## src/rtl/flash_fetch_arbiter.sv

```systemverilog
// Sequencer and two-way arbiter for the byte-wide flash array.
// Serves a 32-bit instruction fetcher and a byte load/store port using pipelined byte reads.
module flash_fetch_arbiter #(
  parameter int unsigned       PC_W      = 16,
  parameter int unsigned       ADDR_W    = 24,
  parameter logic [ADDR_W-1:0] BASE_ADDR = '0
) (
  input  logic              clk,
  input  logic              reset,
  input  logic              fetch_req,
  input  logic [PC_W-1:0]   fetch_addr,
  input  logic              fetch_flush,
  output logic              fetch_valid,
  output logic [31:0]       fetch_instr,
  input  logic              d_req,
  input  logic              d_we,
  input  logic [ADDR_W-1:0] d_addr,
  input  logic [7:0]        d_wdata,
  output logic              d_done,
  output logic [7:0]        d_rdata,
  output logic              busy,
  output logic              flash_we,
  output logic              flash_re,
  output logic [ADDR_W-1:0] flash_addr,
  output logic [7:0]        flash_in,
  input  logic [7:0]        flash_out
);

  typedef enum logic [1:0] {StIdle, StFetch, StDread, StDwrite} state_e;

  state_e            state_q, state_d;
  logic [2:0]        cnt_q, cnt_d;
  logic              last_fetch_q, last_fetch_d;
  logic              re_q, re_d;
  logic              we_q, we_d;
  logic [ADDR_W-1:0] addr_q, addr_d;
  logic [7:0]        in_q, in_d;
  logic [23:0]       buf_q, buf_d;
  logic [31:0]       instr_q, instr_d;
  logic              fvalid_q, fvalid_d;
  logic              done_q, done_d;
  logic [7:0]        rdata_q, rdata_d;
  logic              grant_fetch, grant_data;

  // On contention the side that did not win the last contest gets the grant.
  assign grant_fetch = fetch_req & (~d_req | ~last_fetch_q);
  assign grant_data  = d_req & (~fetch_req | last_fetch_q);

  always_comb begin
    state_d      = state_q;
    cnt_d        = cnt_q;
    last_fetch_d = last_fetch_q;
    re_d         = 1'b0;
    we_d         = 1'b0;
    addr_d       = addr_q;
    in_d         = in_q;
    buf_d        = buf_q;
    instr_d      = instr_q;
    fvalid_d     = 1'b0;
    done_d       = 1'b0;
    rdata_d      = rdata_q;

    unique case (state_q)
      StIdle: begin
        cnt_d = '0;
        if (fetch_req && d_req) begin
          last_fetch_d = grant_fetch;
        end
        if (grant_fetch) begin
          state_d = StFetch;
          re_d    = 1'b1;
          addr_d  = BASE_ADDR + ADDR_W'(fetch_addr);
        end else if (grant_data) begin
          addr_d = d_addr;
          if (d_we) begin
            state_d = StDwrite;
            we_d    = 1'b1;
            in_d    = d_wdata;
          end else begin
            state_d = StDread;
            re_d    = 1'b1;
          end
        end
      end

      StFetch: begin
        if (fetch_flush) begin
          state_d = StIdle;
        end else begin
          cnt_d = cnt_q + 3'd1;
          if (cnt_q < 3'd3) begin
            re_d   = 1'b1;
            addr_d = addr_q + ADDR_W'(1);
          end
          // Bytes return one cycle behind their address; the word is only
          // published once the last byte lands so a flush leaves it untouched.
          case (cnt_q)
            3'd1: buf_d[7:0]   = flash_out;
            3'd2: buf_d[15:8]  = flash_out;
            3'd3: buf_d[23:16] = flash_out;
            3'd4: begin
              instr_d  = {flash_out, buf_q};
              fvalid_d = 1'b1;
              state_d  = StIdle;
            end
            default: ;
          endcase
        end
      end

      StDread: begin
        cnt_d = cnt_q + 3'd1;
        if (cnt_q == 3'd1) begin
          rdata_d = flash_out;
          done_d  = 1'b1;
          state_d = StIdle;
        end
      end

      StDwrite: begin
        done_d  = 1'b1;
        state_d = StIdle;
      end

      default: state_d = StIdle;
    endcase
  end

  always_ff @(posedge clk or posedge reset) begin
    if (reset) begin
      state_q      <= StIdle;
      cnt_q        <= '0;
      last_fetch_q <= 1'b0;
      re_q         <= 1'b0;
      we_q         <= 1'b0;
      addr_q       <= '0;
      in_q         <= '0;
      buf_q        <= '0;
      instr_q      <= '0;
      fvalid_q     <= 1'b0;
      done_q       <= 1'b0;
      rdata_q      <= '0;
    end else begin
      state_q      <= state_d;
      cnt_q        <= cnt_d;
      last_fetch_q <= last_fetch_d;
      re_q         <= re_d;
      we_q         <= we_d;
      addr_q       <= addr_d;
      in_q         <= in_d;
      buf_q        <= buf_d;
      instr_q      <= instr_d;
      fvalid_q     <= fvalid_d;
      done_q       <= done_d;
      rdata_q      <= rdata_d;
    end
  end

  assign fetch_valid = fvalid_q;
  assign fetch_instr = instr_q;
  assign d_done      = done_q;
  assign d_rdata     = rdata_q;
  assign busy        = (state_q != StIdle);
  assign flash_we    = we_q;
  assign flash_re    = re_q;
  assign flash_addr  = addr_q;
  assign flash_in    = in_q;

endmodule
```

## config.mk

```make
export PLATFORM = sky130hd
export DESIGN_NAME = flash_fetch_arbiter
export DESIGN_NICKNAME = d
export VERILOG_FILES = /design/src/rtl/flash_fetch_arbiter.sv
export SDC_FILE = /design/constraint.sdc
export NUM_CORES = 1
export LEC_CHECK = 0
export CAP_MARGIN = 20
export CORE_MARGIN = 2
export CORE_UTILIZATION = 48
export DETAILED_ROUTE_END_ITERATION = 12
export PLACE_DENSITY_LB_ADDON = 0.1
export SKIP_CTS_REPAIR_TIMING = 1
export SLEW_MARGIN = 10
export SYNTH_ARGS = -nofsm -noshare
export SYNTH_HDL_FRONTEND = slang
export SYNTH_SLANG_ARGS = --single-unit
```

## constraint.sdc

```tcl
create_clock -name clk -period 3.9 [get_ports clk]
set_clock_uncertainty 0.05 [all_clocks]
set_input_delay 0.78 -clock clk [delete_from_list [all_inputs] [get_ports clk]]
set_output_delay 0.78 -clock clk [all_outputs]
set_load 0.05 [all_outputs]
```

==> metrics.cfg <==
[run_status]
outcome=completed

[timing]
fin_crit_sh=0.747
relSlewSlack=0.435
finalSetupViolCount=0
rsz0062_at_grt=false
setup_tns_ns=0
finalHoldViolCount=0
maxSlewViolCount=0
worst_slew_pin_slew_ns=0.847
fin_crit_ns=2.91
max_freq_mhz=343

[finish]
syn2layout_area_growth_pct=34.0
diodes=0
layout-drive-gt1-share=0.188
nets=637
layout.cells.non_filler=705
n_fill_cell=826

[critical_path]
crit_end=busy
path_class=flop to output pin
critPathLaunchType=flop
critPathRequiredTime_ns=3.07
cp_max_fo=5
r2r_start=state_q[1]$_DFFE_PP0P_
worstSetupStartpoint=state_q[0]$_DFFE_PP0P_
rrSetupSlack_ns=1.22
r2r-end=flash_addr[13]$_DFFE_PP0P_
reg2regPathDepth=7
endpoint_kind=output pin
critical_path_arrival_ns=2.08

[detailed_routing]
wire_per_inst_um=17.1
route.met3.wl_um=905
dr_wl_met2_um=5790
drt-met1-wl_um=5240
viasPerCell=5.48
dr_total_vias=3861
top_layer_used=met4
drc=0
drt_first_pass_iters=4
ant_nets=0
drt_wl_total_um=12100
drt-initial-drc-count=130

[global_routing]
overflow=0
antenna_found_initial=0
grt_max_degree=46
grt_pass1_wl_um=19600
grt_pass1_vias=3818
grt_usage=0.224

[clocking]
cts_tree=yes
path_clk_slew_ns=0.10
cts_buffers=9
cts-htree-levels=3
clk_latency_ns=0.38
clk_path_buf_depth=2
cts-root-buf=clkbuf_8
clock_sinks=106

[yosys]
syn_avg_cell_area_sq_um=11.6
postSynthNetCount=505
synth_top_flop_cell=dfrtp_1
yosys_warnings=0
async_flop_share=1.00
synth_seq_area_share=0.529
synth_seq_cells=106
synth_edf_count=0
syn_inst=432
netlist_area_sq_mm=0.00502
ys_types=53

[pwr]
swShare=0.472
power.internal_mw=2.91
power_switching_mw=2.60
clkPwrFrac=0.120
p_comb_frac=0.532
p_leak_nw=2.91
finalPower_mw=5.51
ir_drop_mv=0.576
seq_power_share=0.348
powerDensity_mw_per_mm2=819

[worst_hold_path]
holdCritPathClass=flop to flop
hp-start=fetch_instr[0]$_DFFE_PP0P_

[placed_design]
port_buffers=138
dpl.hpwl_um=8750
dp.cells=689
place_congestion=0.794

[floorplan]
fp.coreArea_sq_mm=0.0102
die_y_um=106
ioPinCount=139
start_util=0.490
rows=37
dieWidth_um=106
dieArea_sq_mm=0.0113

[flow_run]
max_cap_viol_count=0

==> power groups by stage <==
stage / Combinational [mW] / Sequential [mW] / Clock [mW]
after floorplan: 1.10 / 2.82 / 0
after global placement: 2.89 / 1.91 / 0
after detailed placement: 2.94 / 1.94 / 0
after CTS: 2.95 / 1.92 / 0.678
after global routing: 3.12 / 1.99 / 0.725
final: 2.93 / 1.92 / 0.658
==> sequential cells by signal, indices dropped and copies added, names as in the netlist, 2 cells and up <==
register and count:
fetch_instr 32, buf_q 24, flash_addr 24, d_rdata 8
flash_in 8, cnt_q 3, state_q 2
==> area by class of cell <==
class | instances | area (sq um) | area share
flip-flops and latches | 106 | 2650 | 0.395
repair buffers | 144 | 1440 | 0.214
clock buffers | 12 | 155 | 0.0231
multi-input cells | 289 | 2220 | 0.330
well taps | 136 | 170 | 0.0253
clock inverters | 4 | 32.5 | 0.00484
inverters | 14 | 55.1 | 0.00819
==> synth_stat cells, types with 5 or more instances <==
master | count | share of area
nor2b_1 | 6 | 0.0075
nand3_1 | 12 | 0.012
buf_2 | 7 | 0.0070
mux2i_1 | 9 | 0.018
o22ai_1 | 5 | 0.0062
nor2_1 | 18 | 0.013
o21ai_0 | 21 | 0.021
nand4_1 | 9 | 0.011
clkbuf_1 | 14 | 0.010
nand2b_1 | 5 | 0.0062
a21oi_1 | 32 | 0.032
nand2_1 | 26 | 0.019
mux2_2 | 77 | 0.17
ha_1 | 11 | 0.027
dfrtp_1 | 106 | 0.53
inv_1 | 14 | 0.010
==> metrics by stage <==
step | instance area [sq um] | hold slack (ns) | setup WS, ns | utilization
floorplan | 5020 | 0.427 | 0.281 | -
global placement | 6530 | 0.435 | 1.01 | 0.639
detailed placement | 6530 | 0.442 | 0.923 | 0.639
CTS | 6720 | 0.467 | 0.963 | 0.657
global route | 6720 | 0.482 | 0.877 | 0.657
finish | 6720 | 0.463 | 0.987 | 0.657
==> logic make-up (layout without fill, tap and decap cells) <==
kind of cell | count (synthesis) | in the layout | synth area share
mux | 86 | 86 | 0.191
xor+xnor | 1 | 1 | 0.00175
buf+inv | 37 | 174 | 0.0294
fa+ha+maj | 11 | 11 | 0.0274
simple gates | 100 | 100 | 0.109
flops | 106 | 106 | 0.529
compound gates | 91 | 91 | 0.113
==> worst max-delay path, cell delays in order (launching register included) <==
cell	delay (ns)
dfrtp_1	0.44
inv_1	0.10
ha_1	0.26
inv_1	0.10
clkdlybuf4s50_1	0.80
==> routing by layer <==
layer  GRT usage  vias up
met2       0.353      113
met4      0.0686        0
met3      0.0828       10
li1            -     1823
met1       0.289     1915
met5           0        -
==> worst min-delay path by stage <==
| stage | end | slack, ns | depth (start not counted) |
|---|---|---|---|
| finish | fetch_instr[0]$_DFFE_PP0P_ | 0.46 | 1 |
| global route | buf_q[2]$_DFFE_PP0P_ | 0.48 | 1 |
| CTS | fetch_instr[0]$_DFFE_PP0P_ | 0.47 | 1 |
| detailed placement | d_rdata[3]$_DFFE_PP0P_ | 0.44 | 1 |
| global placement | buf_q[8]$_DFFE_PP0P_ | 0.44 | 1 |
| floorplan | buf_q[0]$_DFFE_PP0P_ | 0.43 | 1 |
==> cells in the final DEF, fill, tap and decap left out, types with 9 or more instances in the layout <==
master           netlist  routed
a21oi_1               32      32
clkbuf_8               0      11
clkdlybuf4s50_1        0     138
dfrtp_1              106     106
ha_1                  11      11
inv_1                 14      13
mux2_2                77      77
mux2i_1                9       9
nand2_1               26      26
nand3_1               12      12
nand4_1                9       9
nor2_1                18      18
o21ai_0               21      21
Note: power is estimated with default switching activity, not from simulation.
